### src/rtl/jt1943_prot_ctrl.sv
// -----------------------------------------------------------------------------
// jt1943_prot_ctrl
//
// Sequencer for the 1943 copy-protection lookup. It sits between the main Z80
// bus and the protection table:
//   - latches a CPU command byte and drives it to the table as the key
//   - waits LATENCY clock-enable ticks to model the protection MCU's response
//     time
//   - captures the table answer into a result register
//   - reports busy/ready/overrun status back to the CPU
//
// Parameters:
//   LATENCY   cen ticks spent in WAIT before capture (legal range 2..15)
//
// Ports:
//   clk        system clock
//   rst        synchronous, active-high reset (overrides cen)
//   cen        clock enable; all state changes happen only on cen edges
//   cpu_cs     protection port select
//   cpu_wr_n   0 = write, 1 = read
//   cpu_addr   0 = data port, 1 = status port
//   cpu_din    CPU write data
//   cpu_dout   registered read data
//   lut_key    key to the protection table, held until the next command
//   lut_data   table answer
//   busy       command in flight
//   irq        result-ready interrupt request
//
// Build option:
//   JT1943_PROT_IRQ_EN  when defined, irq is a register that rises with ready
//                       and is cleared by a data read or a status clear.
//                       When undefined, irq is tied low.
//
// States:
//   IDLE  | no command in flight; a data-port write is accepted here
//   ISSUE | key is on lut_key; loads the wait counter
//   WAIT  | counting down cen ticks; captures lut_data when cnt reaches 0
// -----------------------------------------------------------------------------
module jt1943_prot_ctrl #(
    parameter int LATENCY = 4
) (
    input  logic       clk,
    input  logic       rst,
    input  logic       cen,
    input  logic       cpu_cs,
    input  logic       cpu_wr_n,
    input  logic       cpu_addr,
    input  logic [7:0] cpu_din,
    output logic [7:0] cpu_dout,
    output logic [7:0] lut_key,
    input  logic [7:0] lut_data,
    output logic       busy,
    output logic       irq
);

    typedef enum logic [1:0] {
        ST_IDLE  = 2'd0,
        ST_ISSUE = 2'd1,
        ST_WAIT  = 2'd2
    } state_t;

    localparam logic [3:0] CNT_LOAD = 4'(LATENCY - 1);

    state_t     state, state_nxt;
    logic [3:0] cnt, cnt_nxt;
    logic [7:0] key, key_nxt;
    logic [7:0] result, result_nxt;
    logic [7:0] dout_nxt;
    logic       ready, ready_nxt;
    logic       overrun, overrun_nxt;
    logic       capture;

    // Bus decode. Strobes only take effect through the cen-gated registers,
    // so strobes sampled with cen=0 are ignored.
    logic cmd_wr, stat_wr, data_rd, stat_rd;
    logic clr_flags, abort;

    assign cmd_wr    = cpu_cs & ~cpu_wr_n & ~cpu_addr;
    assign stat_wr   = cpu_cs & ~cpu_wr_n &  cpu_addr;
    assign data_rd   = cpu_cs &  cpu_wr_n & ~cpu_addr;
    assign stat_rd   = cpu_cs &  cpu_wr_n &  cpu_addr;
    assign clr_flags = stat_wr & cpu_din[7];
    assign abort     = stat_wr & cpu_din[6];

    assign busy    = (state != ST_IDLE);
    assign lut_key = key;

    always_ff @(posedge clk) begin
        if (rst) begin
            state    <= ST_IDLE;
            cnt      <= 4'd0;
            key      <= 8'h00;
            result   <= 8'h00;
            ready    <= 1'b0;
            overrun  <= 1'b0;
            cpu_dout <= 8'h00;
        end else if (cen) begin
            state    <= state_nxt;
            cnt      <= cnt_nxt;
            key      <= key_nxt;
            result   <= result_nxt;
            ready    <= ready_nxt;
            overrun  <= overrun_nxt;
            cpu_dout <= dout_nxt;
        end
    end

    always_comb begin
        state_nxt   = state;
        cnt_nxt     = cnt;
        key_nxt     = key;
        result_nxt  = result;
        capture     = 1'b0;
        overrun_nxt = overrun;
        dout_nxt    = cpu_dout;

        case (state)
            ST_IDLE: begin
                if (cmd_wr) begin
                    key_nxt   = cpu_din;
                    state_nxt = ST_ISSUE;
                end
            end
            ST_ISSUE: begin
                state_nxt = ST_WAIT;
                cnt_nxt   = CNT_LOAD;
            end
            ST_WAIT: begin
                if (cnt != 4'd0) begin
                    cnt_nxt = cnt - 4'd1;
                end else begin
                    capture    = 1'b1;
                    result_nxt = lut_data;
                    state_nxt  = ST_IDLE;
                end
            end
            default: begin
                state_nxt = ST_IDLE;
                cnt_nxt   = 4'd0;
            end
        endcase

        // An abort wins over a capture due on the same edge.
        if (abort && state != ST_IDLE) begin
            state_nxt  = ST_IDLE;
            cnt_nxt    = 4'd0;
            capture    = 1'b0;
            result_nxt = result;
        end

        // Writes are only dropped (never queued) while a command is in flight.
        if (cmd_wr && state != ST_IDLE)
            overrun_nxt = 1'b1;
        else if (clr_flags)
            overrun_nxt = 1'b0;

        // Capture sets ready even if the same edge tries to clear it.
        if (capture)
            ready_nxt = 1'b1;
        else if (data_rd || clr_flags)
            ready_nxt = 1'b0;
        else
            ready_nxt = ready;

        // Reads return the pre-edge register contents.
        if (data_rd)
            dout_nxt = result;
        else if (stat_rd)
            dout_nxt = {5'b0, overrun, ready, busy};
    end

`ifdef JT1943_PROT_IRQ_EN
    logic irq_q;

    // Rises only on a 0->1 transition of ready; a set beats a same-edge clear.
    always_ff @(posedge clk) begin
        if (rst) begin
            irq_q <= 1'b0;
        end else if (cen) begin
            if (capture && !ready)
                irq_q <= 1'b1;
            else if (data_rd || clr_flags)
                irq_q <= 1'b0;
        end
    end

    assign irq = irq_q;
`else
    assign irq = 1'b0;
`endif

endmodule

### config.mk
export PLATFORM = sky130hd
export DESIGN_NAME = jt1943_prot_ctrl
export DESIGN_NICKNAME = d
export VERILOG_FILES = /design/src/rtl/jt1943_prot_ctrl.sv
export SDC_FILE = /design/constraint.sdc
export NUM_CORES = 1
export LEC_CHECK = 0
export BUFFER_PORTS_ARGS = -buffer_cell sky130_fd_sc_hd__buf_2
export CAP_MARGIN = 30
export CORE_ASPECT_RATIO = 0.8
export CORE_UTILIZATION = 55
export CTS_CLUSTER_SIZE = 10
export DETAILED_ROUTE_END_ITERATION = 12
export GPL_ROUTABILITY_DRIVEN = 0
export PLACE_DENSITY = 0.85
export SYNTH_ARGS = -nofsm -noshare
export SYNTH_HDL_FRONTEND = slang
export SYNTH_SLANG_ARGS = --single-unit
### constraint.sdc
create_clock -name clk -period 4.46 [get_ports clk]
set_input_delay 0.223 -clock clk [delete_from_list [all_inputs] [get_ports clk]]
set_output_delay 0.223 -clock clk [all_outputs]
set_load 0.02 [all_outputs]
Word-level counts from Yosys, hierarchy flattened --
Cells that the tools add are included.
Word-level totals: word-level logic and storage cells 58, output and inout bits 18, bits in registers 32, input bits 22
Cells by class: equal/unequal tests 6, bitwise operators 12, add/subtract/negate cells 1, mux-type cells 16, reductions and logical operators 16
Operators with widths (number):
- 2-to-1 mux 8 bit | 2
- one-hot mux 4 bit (3 select lines) | 1
- != test 3 bit (second input constant) | 3
- AND reduction 3 bit | 3
- bitwise AND 1 bit | 8
- 2-to-1 mux 4 bit | 2
- nonzero test 2 bit | 4
- 2-to-1 mux 1 bit | 7
- 2-to-1 mux 2 bit | 3
- one-hot mux 2 bit (3 select lines) | 1
- AND reduction 2 bit | 3
- NOT 1 bit | 4
- AND reduction 4 bit | 1
- nonzero test 4 bit | 1
- subtractor 4 x 1 -> 4 bit (second input constant) | 1
- equality test 2 x 1 -> 1 bit (second input constant) | 1
- equality test 2 bit (second input constant) | 1
- logical AND 1 bit | 2
- logical NOT 2 bit | 1
- != test 2 bit (second input constant) | 1
- logical OR 1 bit | 1

Depth between registers and ports, before layout --
Gate-level depths: netlist (run 1).
word-level depth 8, mapped depth 7, gate-level depth less buffers 6

Worst setup path after synthesis (run 1) --
No wires, ideal clock.
path type register to register, from reg state[0], to reg cnt[0], arrival 1.532 ns, setup slack 2.870 ns, cell stages (with the launch flop) 7, library setup time 0.058 ns, required time 4.402 ns, path through dfxtp_1 inv_1 ha_1 nand2b_2 or3_1 a2111oi_0 a21o_1
On the way: word-level cells in the longest chain between the ends 4, elaborated cells on any way between the ends 10
Ends and longest elaborated chain:
- start: declaration | line 64 | state_t state, state_nxt;
- start signal: assignment | line 98 | state <= state_nxt;
- nonzero test 2 bit | line 144 | if (abort && state != ST_IDLE) begin
- logical AND 1 bit | line 144
- != test 3 bit (no line) or != test 2 bit (tied branches)
- AND reduction 3 bit (no line)
- end signal: assignment | line 99 | cnt <= cnt_nxt;
- end: declaration | line 65 | logic [3:0] cnt, cnt_nxt;
Several ways; a longest one is shown, not always the timed one. A chain may end at the register's enable or synchronous reset.

Final worst setup path (run 1) --
from reg state[0], to reg result[4]
On the way: word-level cells in the longest chain between the ends 4, elaborated cells on any way between the ends 5
Ends and longest elaborated chain:
- nonzero test 2 bit | line 144
- logical AND 1 bit | line 144
- NOT 1 bit (no line)
- AND reduction 4 bit (no line) *
- end signal: assignment | line 101 | result <= result_nxt;
- end: declaration | line 67 | logic [7:0] result, result_nxt;
Every way passes the cells marked *; elsewhere a longest branch is shown, timed or not.

==> results of run 1 <==
final timing paths:
| kind | start | to | cells after the start |
|---|---|---|---|
| worst max-delay path | state[0] | result[4] | 6 |
| worst min-delay path | lut_data[2] | result[2] | 3 |
| worst max register to register | state[0] | result[4] | 6 |
| worst min register to register | cnt[0] | cnt[0] | 1 |
area by class of cell:
cell class	count	share of cell area, %
Tap cell	36	2.54
Sequential cell	32	36.1
Inverter	10	2.11
Timing Repair Buffer	38	10.7
Clock buffer	7	3.66
Multi-Input combinational cell	116	44.9
registers in the layout, indices dropped and copies added (netlist names):
register  count
ready         1
cpu_dout      8
result        8
cnt           4
overrun       1
lut_key       8
state         2
synthesized netlist by cell type:
cell type	count	area share [%]
a211oi_2	1	0.83
nor4_1	1	0.41
nand3_1	1	0.33
inv_1	10	2.5
nor4b_1	1	0.58
nand2b_1	1	0.41
a21oi_1	14	4.6
a2111oi_0	3	1.7
nor3b_1	7	3.5
a21o_1	3	1.5
nand3b_1	1	0.50
nand2b_2	1	0.58
nand4bb_1	1	0.75
a211oi_1	2	0.99
buf_4	2	0.99
o211ai_1	1	0.50
and2_1	1	0.41
nor2b_1	2	0.83
a2111o_1	1	0.75
and4bb_4	1	1.1
nand2_1	4	0.99
clkbuf_1	5	1.2
or3_1	2	0.83
mux2i_1	19	13
and3b_1	1	0.58
or3b_1	1	0.58
nor2_1	31	7.7
nor3_4	1	1.1
or3b_2	1	0.58
o31ai_1	1	0.50
o21ai_0	4	1.3
and2_2	1	0.50
conb_1	1	0.25
dfxtp_1	32	42
ha_1	6	5.0
where the power goes:
group	switching, W	internal, W
logic	0.0000317	0.0000200
registers	0.00000174	0.000289
clock network	0.0000913	0.0000893
per-layer routing:
metal | vias up | global-route usage, %
met1 | 579 | 28.5
met4 | 0 | 6.44
met2 | 35 | 39.9
met5 | - | 0
met3 | 3 | 7.16
li1 | 647 | -
cells in the final DEF (no fill, tap or decap), drive strengths merged, types with 3 or more instances in the layout:
cell type  Yosys  layout
buf            2      38
dfxtp         32      32
nor2          31      31
mux2i         19      19
a21oi         14      14
inv           10      10
nor3b          7       7
clkbuf         5       7
ha             6       6
nand2          4       4
o21ai          4       4
a2111oi        3       3
a21o           3       3
a211oi         3       3
worst register-to-register path: cells and delay by family (launching register included):
| family | cells | cell delay, ns |
|---|---|---|
| mux | 1 | 0.29 |
| fa+ha+maj | 1 | 0.22 |
| simple gates | 2 | 0.29 |
| flops | 1 | 0.33 |
| compound gates | 1 | 0.79 |
| buf+inv | 1 | 0.12 |
logic make-up (layout without fill, tap and decap cells):
kind of cell,count (synthesis),count (layout)
simple gates,60,60
flops,32,32
compound gates,30,30
mux,19,19
buf+inv,17,55
fa+ha+maj,6,6
other cells,1,1
through the flow:
| step | power (W) | cell area (um^2) | setup WS (ns) |
|---|---|---|---|
| final | 0.000523 | 1780 | 2.31 |
| after global routing | 0.000549 | 1780 | 2.16 |
| after CTS | 0.000527 | 1780 | 2.31 |
| after detailed placement | 0.000349 | 1710 | 2.33 |
| after global placement | 0.000347 | 1710 | 2.44 |
| after floorplan | 0.000329 | 1510 | 2.87 |
==> metrics.md, run 1 <==
| Metric | Value |
|---|---|
| DR vias | 1264 |
| Total of max-cap violations | 0 |
| Hold violation total from the final report | 0 |
| Top Ports | 40 |
| CTS Buf Count | 5 |
| Slew HR | between 30 and 40% |
| Critical Path Fanout Max | 9 |
| Post-synthesis adder-cell area fraction | ~5% |
| Initial antenna violation count | 0 |
| Syn Std Cell Area | 1510 um^2 |
| Final Cycle Share | 48.2% |
| Initial Util | 59.8% |
| Clk Tree Root Cell | clkbuf_4 |
| Max Buffers Root-to-Sink | 2 |
| Share of layout cells above drive strength 1 | 25.1% |
| Post-synthesis cell count | 165 |
| Detailed placement HPWL | ~2300 um |
| Antenna-violating nets left | 0 |
| Post-Place Cells | between 200 and 250 |
| Critical path class | register to register |
| Core area | about 2500 um^2 |
| # DRC | 0 |
| Finished Core Util | 70.4% |
| Vias per inst | 5.29 |
| VDD IR max | 217 uV |
| Initial drt markers | 32 |
| LEAKAGE | 0.757 nW |
| Input/output buffers | 38 |
| CP Launch Type | register |
| Post-CTS Resized | 0 |
| CP Buf/Inv Count | 1 |
| Power Density | approximately 290 nW/um^2 |
| Met1 WL | 1390 um |
| Synthesized area per cell | 9.15 um^2 |
| Syn nets | about 190 |
| Sequential share of the synthesized area | 42.5% |
| Fin Hold WS | 0.134 ns |
| Nature of the critical path endpoint | register |
| GRT Total Usage | between 20% and 30% |
| Largest net degree at the start of global routing | 35 |
| Status | complete, no violations |
| Yosys cell types | 35 |
| Final Max Slew Viols | 0 |
| Worst-Margin Slew | 0.920 ns |
| Routed WL | 3080 um |
| Drt pass-1 iters | 4 |
| Vias in the first global route | 1229 |
| Reg2Reg Setup Slack | 2.31 ns |
| Max layer used | met4 |
| First-pass GRT wire length | approximately 5300 um |
| Clock latency on the worst-skew pair | about 0.32 ns |
| Die width | 60.6 um |
| P&R area growth vs syn | 17.7% |
| DR WL met2 | around 1500 um |
| Cells along the critical path | inv_1 > ha_1 > and4bb_4 > a211oi_2 > mux2i_1 > nor2_1 |
| Non-filler instance count after layout | between 200 and 250 |
| Simple-Gate Fraction of Synth Area | between 20% and 30% |
| Row count | 16 |
| Setup TNS | 0 ns |
| Mux share of post-synthesis cell area | 12.6% |
| RSZ-0062 raised after global routing | no |
| Number of synthesized register bits | 32 |
| Nets@finish | 231 |
| Yosys warnings | 0 |
| Fmax | 465 MHz |
| Delay-heaviest family, CP | compound AO/OA/AOI/OAI gates |
| Wirelength per Cell | 12.9 um |
| Critical Path Max Stage Delay | 0.79 ns |
| # diodes | 0 |
| Grt ovf | 0 |
| Post-CTS Setup Repair Bufs | 0 |
| Clk pin slew, worst setup/hold paths | 0.09 ns |
| CP max stage cell | a211oi_2 |
| Fin crit period | 2.15 ns |
| Worst Skew | 0.00638 ns |
| CTS tree | done |
| Worst Hold Class | primary input to register |
| Register area | 641 um^2 |
| Multi-input gate area | roughly 800 um^2 |
| Post-synthesis compound-gate area fraction | 12.8% |
| Worst EP required | 4.65 ns |
| Xor-xnor portion of the synthesized cell area | 0% |
| Largest family of logic cells by synthesized area | simple AND/OR/NAND/NOR gates |
| Layout fillers | around 220 |
| Critical path arrival | around 2.4 ns |
| Hold-fix buffers, CTS | 0 |
| CTS H-tree depth | 2 |
| Die Height | 48.9 um |
| Met3 WL post-DR | 171 um |
| CTS sink cnt | 32 |
| Die area | 2960 um^2 |
| Setup violators final | 0 |
Power figures use the tool's default switching activity.
==> run 2, diff against run 1 <==
CORE_UTILIZATION = 51   (was 55)
PLACE_DENSITY = 0.8   (was 0.85)
clock period = 2.19 ns   (was 4.46 ns; I/O delays follow)
==> metrics.md, run 2 (synthesized netlist as in run 1, its figures left out) <==
| Metric | Value |
|---|---|
| CP Buf/Inv Count | 1 (unchanged) |
| Grt ovf | 0 (unchanged) |
| Status | complete, no violations |
| Initial drt markers | 55 (+72%) |
| First-pass GRT wire length | 5320 um (+1.2%) |
| P&R area growth vs syn | 21.1% |
| Post-CTS Setup Repair Bufs | 0 (unchanged) |
| RSZ-0062 raised after global routing | no |
| CP max stage cell | a2111oi_0 |
| Met3 WL post-DR | 170 um (-0.58%) |
| Placed inst area | 1720 um^2 (+0.59%) |
| Initial Util | 54.2% (-5.7 points) |
| Hold violation total from the final report | 0 (unchanged) |
| Vias in the first global route | 1260 (+2.5%) |
| CTS sink cnt | 32 (unchanged) |
| Die area | 3180 um^2 (+7.5%) |
| LEAKAGE | 0.780 nW (+3.1%) |
| Vias per inst | 5.40 (+2.1%) |
| VDD IR max | 421 uV (+94%) |
| Final instance area | 1830 um^2 (+3.0%) |
| Most common cell after layout, fill and taps aside | buf_2 |
| Clock latency on the worst-skew pair | 0.28 ns (-0.04 ns) |
| Row count | 17 (+1) |
| Drt pass-1 iters | 4 (unchanged) |
| Fmax | 552 MHz (+19%) |
| Core area | 2790 um^2 (+10%) |
| # diodes | 0 (unchanged) |
| Nets@finish | 232 (+0.43%) |
| Worst EP required | 2.41 ns (-2.24 ns) |
| Top Ports | 40 (unchanged) |
| Hold-fix buffers, CTS | 0 (unchanged) |
| Post-Place Cells | 235 (+1.3%) |
| Slew HR | 61.2% (+23 points) |
| Setup TNS | 0 ns (unchanged) |
| CTS tree | done |
| Max layer used | met4 |
| Pre-CTS setup slack | 0.443 ns (-1.89 ns) |
| DR WL met2 | 1530 um (+1.5%) |
| Critical path class | register to register |
| Non-filler instance count after layout | 243 (+1.7%) |
| Cells along the critical path | inv_1 > ha_1 > nand2b_2 > or3_1 > a2111oi_0 > a21o_1 |
| Critical Path Max Stage Delay | 0.45 ns (-0.34 ns) |
| Final Cycle Share | 82.7% (+34 points) |
| Max Buffers Root-to-Sink | 2 (unchanged) |
| Die Height | 50.7 um (+3.7%) |
| Detailed placement HPWL | 2320 um (+0.28%) |
| Initial antenna violation count | 0 (unchanged) |
| Met1 WL | 1480 um (+6.8%) |
| GRT Total Usage | 21.6% (-2.0 points) |
| Setup violators final | 0 (unchanged) |
| Antenna-violating nets left | 0 (unchanged) |
| Fin crit period | 1.81 ns (-0.340 ns) |
| Power Density | 679 nW/um^2 (+130%) |
| Input/output buffers | 38 (unchanged) |
| Share of layout cells above drive strength 1 | 25.4% (+0.24 points) |
| Final Max Slew Viols | 0 (unchanged) |
| Nature of the critical path endpoint | register |
| Commonest cells after routing, fill and taps aside | buf_2, dfxtp_1, nor2_1 |
| DR vias | 1312 (+3.8%) |
| Total of max-cap violations | 0 (unchanged) |
| CP Launch Type | register |
| CTS Buf Count | 5 (unchanged) |
| Clk pin slew, worst setup/hold paths | 0.06 ns (-0.03 ns) |
| Worst Skew | 0.00557 ns (-0.000813 ns) |
| Worst-Margin Slew | 0.581 ns (-0.339 ns) |
| Die width | 62.8 um (+3.7%) |
| Routed WL | 3210 um (+4.2%) |
| CTS H-tree depth | 2 (unchanged) |
| Clk Tree Root Cell | clkbuf_8 |
| Delay-heaviest family, CP | compound AO/OA/AOI/OAI gates |
| Final WS setup | 0.378 ns (-1.93 ns) |
| Largest net degree at the start of global routing | 35 (unchanged) |
| Critical path arrival | 2.03 ns (-0.32 ns) |
| Post-CTS Resized | 0 (unchanged) |
| # DRC | 0 (unchanged) |
| Critical Path Fanout Max | 4 (-5) |
| Wirelength per Cell | 13.2 um (+2.4%) |
| Worst Hold Class | primary input to register |
==> run 2: cell types whose count changed in the layout (fill, tap and decap cells not counted) <==
cell,before,now
buf_4,0,1
clkinv_2,0,1
bufinv_16,0,1
clkbuf_1,0,1
clkbuf_8,2,5
clkbuf_4,5,0
==> run 2: path summary, 6_finish.rpt <==
| path | start | to | slack [ns] | cells after the start |
|---|---|---|---|---|
| worst min register to register | cpu_dout[2] | cpu_dout[2] | 0.48 | 2 |
| worst max register to register | state[0] | cnt[0] | 0.38 | 6 |
| worst max-delay path | state[0] | cnt[0] | 0.38 | 6 |
| worst min-delay path | lut_data[3] | result[3] | 0.07 | 3 |
==> run 2: report_power, final <==
part           switching (W)  internal [W]
combinational      0.0000667     0.0000410
sequential        0.00000365      0.000589
clock               0.000204      0.000337
total               0.000275      0.000967
==> run 2: per-stage QoR <==
stage	total power, W	hold slack, ns	utilization [%]
floorplan	0.000669	0.256	-
global placement	0.000707	0.342	61.7
detailed placement	0.000711	0.358	61.7
CTS	0.00125	0.0655	65.6
global route	0.00129	0.0696	65.6
finish	0.00124	0.0665	65.6
==> run 2: per-layer routing <==
metal  up-vias  GRT usage, %
li1        649             -
met1       610          24.5
met2        48          39.5
met3         5          5.68
met4         0          6.98
met5         -             0
==> run 2: final cells by class <==
cell class	instances	area, um^2
fill	234	958
multi-input combinational	116	797
sequential	32	641
timing repair buffer	39	198
clock buffer	6	72.6
tap	38	47.5
inverter	10	37.5
clock inverter	2	35.0
==> run 2: worst reg2reg max path, delay by kind of cell, from the launching register on <==
family,cells,cell delay (ns)
compound gates,2,0.59
fa+ha+maj,1,0.22
buf+inv,1,0.09
flops,1,0.34
simple gates,2,0.52
